File: src/rtl/div_pkg.sv
// Shared types and width helpers for the restoring divider family.
// Pure declarations: no logic, no latency, no flow control.
package div_pkg;

  localparam int DEF_DW = 8;

  typedef enum logic [1:0] {IDLE, CALC, DONE} state_t;

  function automatic int calc_nw(input int dw);
    return 2 * dw;
  endfunction

endpackage

File: src/rtl/div_step.sv
// One restoring-division step: shift in a dividend bit, trial-subtract, keep or restore.
// Purely combinational, zero latency; no flow control.
module div_step #(
  parameter int DW = 8
) (
  input  logic [DW:0]   rem_in,
  input  logic          bit_in,
  input  logic [DW-1:0] divisor,
  output logic [DW:0]   rem_out,
  output logic          q_bit
);

  // One extra MSB so the whole DW+1-bit partial remainder takes part in the trial.
  logic [DW+1:0] shifted;

  assign shifted = {rem_in, bit_in};
  assign q_bit   = (shifted >= {2'b00, divisor});
  assign rem_out = q_bit ? (DW+1)'(shifted - {2'b00, divisor}) : shifted[DW:0];

endmodule

File: src/rtl/seq_restoring_divider.sv
// Iterative unsigned 2*DW / DW restoring divider, one quotient bit per cycle (result after NW edges, 0 for /0).
// valid/ready on both sides; result held in DONE until out_ready, one op in flight, no accept in handoff cycle.
module seq_restoring_divider
  import div_pkg::*;
#(
  parameter  int DW = DEF_DW,
  localparam int NW = calc_nw(DW)
) (
  input  logic          clk,
  input  logic          rst_n,
  input  logic          in_valid,
  output logic          in_ready,
  input  logic [NW-1:0] dividend,
  input  logic [DW-1:0] divisor,
  output logic          out_valid,
  input  logic          out_ready,
  output logic [NW-1:0] quotient,
  output logic [DW-1:0] remainder,
  output logic          div_by_zero
);

  localparam int CW = $clog2(NW);

  state_t        state;
  state_t        state_nxt;
  logic [DW-1:0] dvsr;
  logic [NW-1:0] sreg;
  logic [DW:0]   rem;
  logic [CW-1:0] cnt;
  logic          accept;
  logic          last_iter;
  logic [DW:0]   rem_step;
  logic          q_bit;

  assign accept    = in_valid & in_ready;
  assign last_iter = (cnt == CW'(NW - 1));

  div_step #(.DW(DW)) u_step (
    .rem_in  (rem),
    .bit_in  (sreg[NW-1]),
    .divisor (dvsr),
    .rem_out (rem_step),
    .q_bit   (q_bit)
  );

  always_ff @(posedge clk or negedge rst_n) begin
    if (!rst_n) begin
      state <= IDLE;
    end else begin
      state <= state_nxt;
    end
  end

  always_comb begin
    state_nxt = state;
    case (state)
      IDLE: begin
        if (accept) begin
          state_nxt = (divisor == '0) ? DONE : CALC;
        end
      end
      CALC: begin
        if (last_iter) begin
          state_nxt = DONE;
        end
      end
      DONE: begin
        if (out_valid && out_ready) begin
          state_nxt = IDLE;
        end
      end
      default: state_nxt = IDLE;
    endcase
  end

  always_comb begin
    in_ready  = (state == IDLE);
    out_valid = (state == DONE);
  end

  // Quotient bits enter sreg from the bottom as dividend bits leave the top.
  always_ff @(posedge clk or negedge rst_n) begin
    if (!rst_n) begin
      dvsr        <= '0;
      sreg        <= '0;
      rem         <= '0;
      cnt         <= '0;
      quotient    <= '0;
      remainder   <= '0;
      div_by_zero <= 1'b0;
    end else begin
      case (state)
        IDLE: begin
          if (accept) begin
            dvsr <= divisor;
            sreg <= dividend;
            rem  <= '0;
            cnt  <= '0;
            if (divisor == '0) begin
              quotient    <= '1;
              remainder   <= dividend[DW-1:0];
              div_by_zero <= 1'b1;
            end
          end
        end
        CALC: begin
          sreg <= {sreg[NW-2:0], q_bit};
          rem  <= rem_step;
          if (last_iter) begin
            quotient    <= {sreg[NW-2:0], q_bit};
            remainder   <= rem_step[DW-1:0];
            div_by_zero <= 1'b0;
          end else begin
            cnt <= cnt + CW'(1);
          end
        end
        default: begin
        end
      endcase
    end
  end

endmodule

File: config.mk
export PLATFORM = sky130hd
export DESIGN_NAME = seq_restoring_divider
export DESIGN_NICKNAME = d
export VERILOG_FILES = /design/src/rtl/div_pkg.sv /design/src/rtl/div_step.sv /design/src/rtl/seq_restoring_divider.sv
export SDC_FILE = /design/constraint.sdc
export NUM_CORES = 1
export LEC_CHECK = 0
export ABC_CLOCK_PERIOD_IN_PS = 3600
export BUFFER_PORTS_ARGS = -buffer_cell sky130_fd_sc_hd__buf_2
export CORE_UTILIZATION = 60
export CTS_BUF_LIST = sky130_fd_sc_hd__clkbuf_8 sky130_fd_sc_hd__clkbuf_16
export DETAILED_ROUTE_END_ITERATION = 8
export PLACE_DENSITY = 0.91
export SYNTH_ARGS = -nofsm -noshare
export SYNTH_HDL_FRONTEND = slang
export SYNTH_HIERARCHICAL = 1
export SYNTH_SLANG_ARGS = --single-unit
File: constraint.sdc
create_clock -name clk -period 3.6 [get_ports clk]
set_clock_uncertainty 0.1 [all_clocks]
set_input_delay 0.9 -clock clk [delete_from_list [all_inputs] [get_ports clk]]
set_output_delay 0.9 -clock clk [all_outputs]
set_load 0.02 [all_outputs]
==> results of run 1 <==
## metal layers
layer	routed length (um)	track usage (%)	part of all wire, %
met4	264	16.67	3.5
met3	546	6.158	7.2
met2	3607	46.95	48
met1	3131	37.16	41
met5	0	0	0
## per-stage QoR
| step | util (%) | hold WS [ps] | power (mW) |
|---|---|---|---|
| finish | 73.00 | 379.2 | 4.217 |
| global route | 73.00 | 393.5 | 4.510 |
| CTS | 73.00 | 382.9 | 4.184 |
| detailed placement | 68.43 | 367.6 | 3.427 |
| global placement | 68.43 | 358.6 | 3.321 |
| floorplan | - | 345.7 | 2.920 |
## cell type report
| type | count | area share [%] |
|---|---|---|
| clock buffer | 9 | 3.301 |
| clock inverter | 7 | 2.968 |
| inverter | 12 | 1.200 |
| multi-input combinational | 258 | 39.31 |
| sequential | 64 | 42.68 |
| tap | 70 | 2.334 |
| timing repair buffer | 59 | 8.203 |
## flip-flops by register name (all words and copies together), names as in the netlist
name	count
quotient	16
dvsr	8
cnt	4
sreg	16
state	2
div_by_zero	1
remainder	8
rem	9
## report_power, final
| part | switching (mW) | internal, mW |
|---|---|---|
| Clock | 0.281 | 0.455 |
| Sequential | 0.242 | 1.06 |
| Combinational | 1.28 | 0.903 |
## critical path: cells and delay by family (launching register included)
kind | cells | cell delay [ps]
simple gates | 2 | 820
flops | 1 | 390
compound gates | 2 | 200
fa+ha+maj | 2 | 560
mux | 2 | 600
buf+inv | 2 | 140
## cells in the final DEF, fill, tap and decap left out, types with 3 or more instances in the layout
cell       instances
a21oi_1           23
a22o_1             8
a22oi_1            7
a31oi_1            9
buf_2             54
buf_4              5
bufinv_16          3
clkbuf_8           9
dfrtp_1           64
ha_1               9
inv_1             13
mux2i_1           10
nand2_1           69
nand2b_1           4
nand3_1           14
nor2_1            49
o21ai_0            8
o21ai_1            9
xor2_1             4
## kinds of logic (layout without fill, tap and decap cells)
| kind of cell | Yosys count | after routing |
|---|---|---|
| DFF | 64 | 64 |
| xor gates and xnor gates | 5 | 5 |
| buffers and inverters | 32 | 87 |
| muxes | 11 | 11 |
| and+or+nand+nor | 157 | 157 |
| adders and majority gates | 10 | 10 |
| AOI/OAI and AO/OA | 75 | 75 |
## path summary, 6_finish.rpt
path / startpoint / to / slack (ps) / depth (start not counted)
worst max register to register: sreg[15] / remainder[1] / 670 / 10
worst min-delay path: dvsr[3] / dvsr[3] / 380 / 2
min in group asynchronous: rst_n / remainder[1] / 430 / 1
max in group asynchronous: rst_n / rem[4] / 2080 / 2
worst min register to register: dvsr[3] / dvsr[3] / 380 / 2
worst max-delay path: sreg[15] / remainder[1] / 670 / 10
==> key figures, run 1 <==
Finish
  – N_diodes: 0
  – FILL cells: 392
  – Nets: 442
  – Layout cells sized above 1: 20.78%
  – Final cell count without fillers: 479
  – Design Area, Final: 3752 sq um
  – Area grow syn2layout: 16.56%
  – Multi-input gate area: 1475 sq um
  – Storage cell area: 1602 sq um

Synthesis
  – Syn Nets: 392
  – Main combinational cell family by area after synthesis: simple AND/OR/NAND/NOR gates
  – Post-synthesis mux area share: 3.459%
  – Synth area leader: dfrtp_1
  – Yosys top cell area share: 49.75%
  – Synthesized area per cell: 9.094 sq um
  – Main synth FF type: dfrtp_1
  – XOR/XNOR share of the synthesized area: 1.360%
  – #FFs+latches synth: 64
  – Top cells by area, synth: dfrtp_1, nand2_1, nor2_1
  – Synthesized area: 3219 sq um
  – Simple logic cell fraction of the synthesized area: 22.19%
  – Synth cell types: 47
  – Post-synth EDFFs: 0
  – Synth Area in Adders: 4.120%
  – Most common cell in the netlist: nand2_1
  – Sequential area share after synthesis: 49.75%
  – Synth Area in Compound Gates: 14.61%
  – Synthesized netlist cell count: 354
  – Ys async rst share: 100.0%
  – Post-synth top cells: nand2_1, dfrtp_1, nor2_1
  – Synthesis Warnings: 6

Detailed routing
  – DR vias: 2870
  – DRT antenna net count: 0
  – Vias per cell: 5.992
  – WL/cell: 15.76 um
  – WL final: 7548 um
  – Residual DRC: 0
  – Iteration-0 DRC Markers: 351
  – First drt pass iteration count: 5

Die
  – Die X: 75.25 um
  – # rows: 26
  – CORE AREA: 5140 sq um
  – Die Y: 75.25 um
  – Die ar.: 5663 sq um
  – Initial Utilization: 62.63%
  – I/O pin total: 55

Placement
  – Pre-CTS WS: 720.6 ps
  – Placer Congestion: 0.9801
  – # port buffers: 54
  – Hpwl dp: 5052 um
  – DP Area: 3517 sq um
  – Placed instance count: 463

GRT
  – Initial antenna violation count: 0
  – Largest net degree at the start of global routing: 43
  – Gr usage total: 29.30%
  – Grt ovf: 0
  – First-pass GRT wire length: 12150 um
  – Vias in the first global route: 2733

Clocking
  – H-tree Lvls: 3
  – Clk buf depth: 2
  – Reg clk slew, reported paths: 80 ps
  – Clock latency on the worst-skew pair: 350 ps
  – Hold-fix buffers, CTS: 0
  – Clock root buffer: clkbuf_8
  – Num Clock Sinks: 64
  – Postcts setup bufs: 0
  – CTS tree: done
  – Post-CTS sizing: 0
  – Cts bufs inserted: 9

Worst setup path
  – Worst-path fanout max: 14
  – Crit. End Element: flop
  – Worst path arrival time: 3070 ps
  – Most frequent CP cell: inv_1
  – Crit path kind: flop to flop
  – Critical path cell sequence: inv_1 -> ha_1 -> inv_1 -> fa_1 -> nand3_1 -> a21oi_1 -> nor4b_4 -> mux2_2 -> mux2i_1 -> o21ai_1
  – Slowest cell delay on critical path: 680 ps
  – Crit path required time: 3740 ps
  – Startpoint Class: flop
  – Slowest stage cell, crit path: nor4b_4

Timing
  – RSZ-0062 raised after global routing: false
  – Slew @ Worst Pin: 1005 ps
  – Final setup fails: 0
  – Final period util: 81.37%
  – Final Worst Setup Slack: 670.5 ps
  – Max Slew Vio Count: 0
  – Min Tclk post-route: 2929 ps
  – Sum Neg Setup Slack: 0 ps
  – Slew HR: 32.73%
  – Fmax: 341.4 MHz
  – Final hold vios: 0

Power and ir drop
  – Max IR drop VDD: 0.0006018 V
  – Pwr per Cell Area: 1124 nW/um^2
  – Lkg Pwr: 1.781 nW

Hold path
  – Worst Hold Class: flop to flop

Job
  – Max Cap Violations: 0

Outcome
  – Status: completed
No activity file was read; power rests on OpenSTA's default activity.
==> run 2, diff against run 1 <==
- ABC_CLOCK_PERIOD_IN_PS: 3600 -> 2900
- CORE_UTILIZATION: 60 -> 56
- PLACE_DENSITY: 0.91 -> 0.87
- clock period: 3.6 -> 2.9 ns (I/O delays scaled with it)
==> key figures, run 2 (synthesis results as in run 1) <==
Detailed routing
  – Residual DRC: 0 (unchanged)
  – Vias per cell: 5.636 (-5.9%)
  – DR vias: 2722 (-5.2%)
  – DRT antenna net count: 0 (unchanged)
  – WL/cell: 15.27 um (-3.1%)
  – First drt pass iteration count: 4 (-1)
  – Iteration-0 DRC Markers: 204 (-42%)
  – WL final: 7373 um (-2.3%)

Clocking
  – H-tree Lvls: 3 (unchanged)
  – Clock latency on the worst-skew pair: 350 ps (about the same)
  – CTS tree: done
  – Num Clock Sinks: 64 (unchanged)
  – Clk buf depth: 2 (unchanged)
  – Cts bufs inserted: 9 (unchanged)
  – Reg clk slew, reported paths: 70 ps (about the same)
  – Clock root buffer: clkbuf_8
  – Hold-fix buffers, CTS: 0 (unchanged)

Finish
  – N_diodes: 0 (unchanged)
  – Biggest regs: quotient (16), sreg (16), rem (9)
  – Layout cells sized above 1: 20.92% (+0.14 points)
  – Most common cell after layout, fill and taps aside: nand2_1
  – Nets: 444 (+0.45%)
  – Area grow syn2layout: 16.40%
  – Most frequent cells in the layout: nand2_1, dfrtp_1, buf_2

Placement
  – Placer Congestion: 0.9233 (-5.8%)
  – Hpwl dp: 5208 um (+3.1%)
  – # port buffers: 54 (unchanged)

Worst setup path
  – Crit. End Element: flop
  – CP startpoint: sreg[15]
  – Worst-path fanout max: 9 (-5)
  – Crit path capture: remainder[0]
  – Crit path required time: 3080 ps (-660 ps)
  – R2R depth: 11 (+1)
  – Crit Reg-Reg Startpoint: sreg[15]
  – Worst flop-to-flop path endpoint: remainder[0]
  – Startpoint Class: flop
  – Worst path arrival time: 2790 ps (-280 ps)
  – R2r setup slk: 290 ps (-380 ps)
  – Crit path kind: flop to flop

GRT
  – Gr usage total: 26.70% (-2.6 points)
  – First-pass GRT wire length: 12160 um (+0.12%)
  – Initial antenna violation count: 0 (unchanged)
  – Largest net degree at the start of global routing: 65 (+51%)
  – Vias in the first global route: 2660 (-2.7%)
  – Grt ovf: 0 (unchanged)

Timing
  – Final period util: 90.07% (+8.7 points)
  – Hold_ws: 378.7 ps (-0.4520 ps)
  – Slew HR: 30.09% (-2.6 points)
  – Fmax: 382.9 MHz (+12%)
  – RSZ-0062 raised after global routing: false
  – Sum Neg Setup Slack: 0 ps (unchanged)
  – Max Slew Vio Count: 0 (unchanged)
  – Min Tclk post-route: 2612 ps (-317.6 ps)
  – Slew @ Worst Pin: 1045 ps (+39.43 ps)
  – Final setup fails: 0 (unchanged)
  – Final hold vios: 0 (unchanged)

Die
  – # rows: 27 (+3.8%)
  – Die ar.: 6056 sq um (+6.9%)
  – Initial Utilization: 58.11% (-4.5 points)
  – I/O pin total: 55 (unchanged)
  – Die X: 77.82 um (+3.4%)
  – Die Y: 77.82 um (+3.4%)
  – CORE AREA: 5540 sq um (+7.8%)

Hold path
  – Worst Hold Class: flop to flop

Power and ir drop
  – Lkg Pwr: 1.782 nW (about the same)
  – Max IR drop VDD: 0.0008472 V (+41%)
  – Pwr per Cell Area: 1374 nW/um^2 (+22%)

Job
  – Max Cap Violations: 0 (unchanged)

Outcome
  – Status: completed
run 2: routing by layer:
metal  wire, um  share of wire (%)  track usage [%]  up-vias
met3        445                6.0            5.765       26
met2       3497                 47            42.04      112
li1           -                  -                -     1316
met4        266                3.6            16.42        0
met1       3163                 43            33.51     1268
met5          0                  0                0        -
run 2: repair_timing:
action	in CTS	in global routing
hold endpoints to repair	0	0
buffers inserted	0	0
endpoints found under the setup margin	0	1
resized for setup	0	0
run 2: report_power, final:
part           total [mW]  internal, mW  switching [mW]
Clock               0.823         0.477           0.346
Combinational        2.72          1.15            1.57
Sequential           1.60          1.31           0.290
run 2: worst min path at each step:
stage	start	end	slack [ps]	depth (start not counted)
after floorplan	rst_n	cnt[0]	330	0
after detailed placement	dvsr[3]	dvsr[3]	360	2
after global routing	dvsr[4]	dvsr[4]	400	2
final	dvsr[3]	dvsr[3]	380	2
after global placement	dvsr[3]	dvsr[3]	360	2
after CTS	dvsr[7]	dvsr[7]	380	2
run 2: critical path: stages, from the launching register on:
cell and delay (ps):
dfrtp_1 380, inv_1 80, ha_1 160, inv_1 50, fa_1 400, nand3_1 140
a21oi_1 130, nor4b_4 410, buf_4 240, mux2i_1 230, mux2i_1 100, o21ai_1 120
run 2: cell type report:
| type | count | area [sq um] |
|---|---|---|
| Fill cell | 457 | 1793 |
| Tap cell | 72 | 90.09 |
| Clock inverter | 7 | 88.84 |
| Inverter | 12 | 45.04 |
| Multi-Input combinational cell | 258 | 1475 |
| Clock buffer | 9 | 123.9 |
| Sequential cell | 64 | 1602 |
| Timing Repair Buffer | 61 | 322.8 |
run 2: through the flow:
stage	instances	setup WS, ps	utilization, %	instance area [sq um]	total power [mW]
after floorplan	354	532.1	-	3219	3.625
after global placement	467	369.8	63.80	3535	4.176
after detailed placement	467	271.0	63.80	3535	4.317
after CTS	483	245.5	67.64	3747	5.139
after global routing	483	6.310	67.64	3747	5.535
final	483	288.1	67.64	3747	5.147
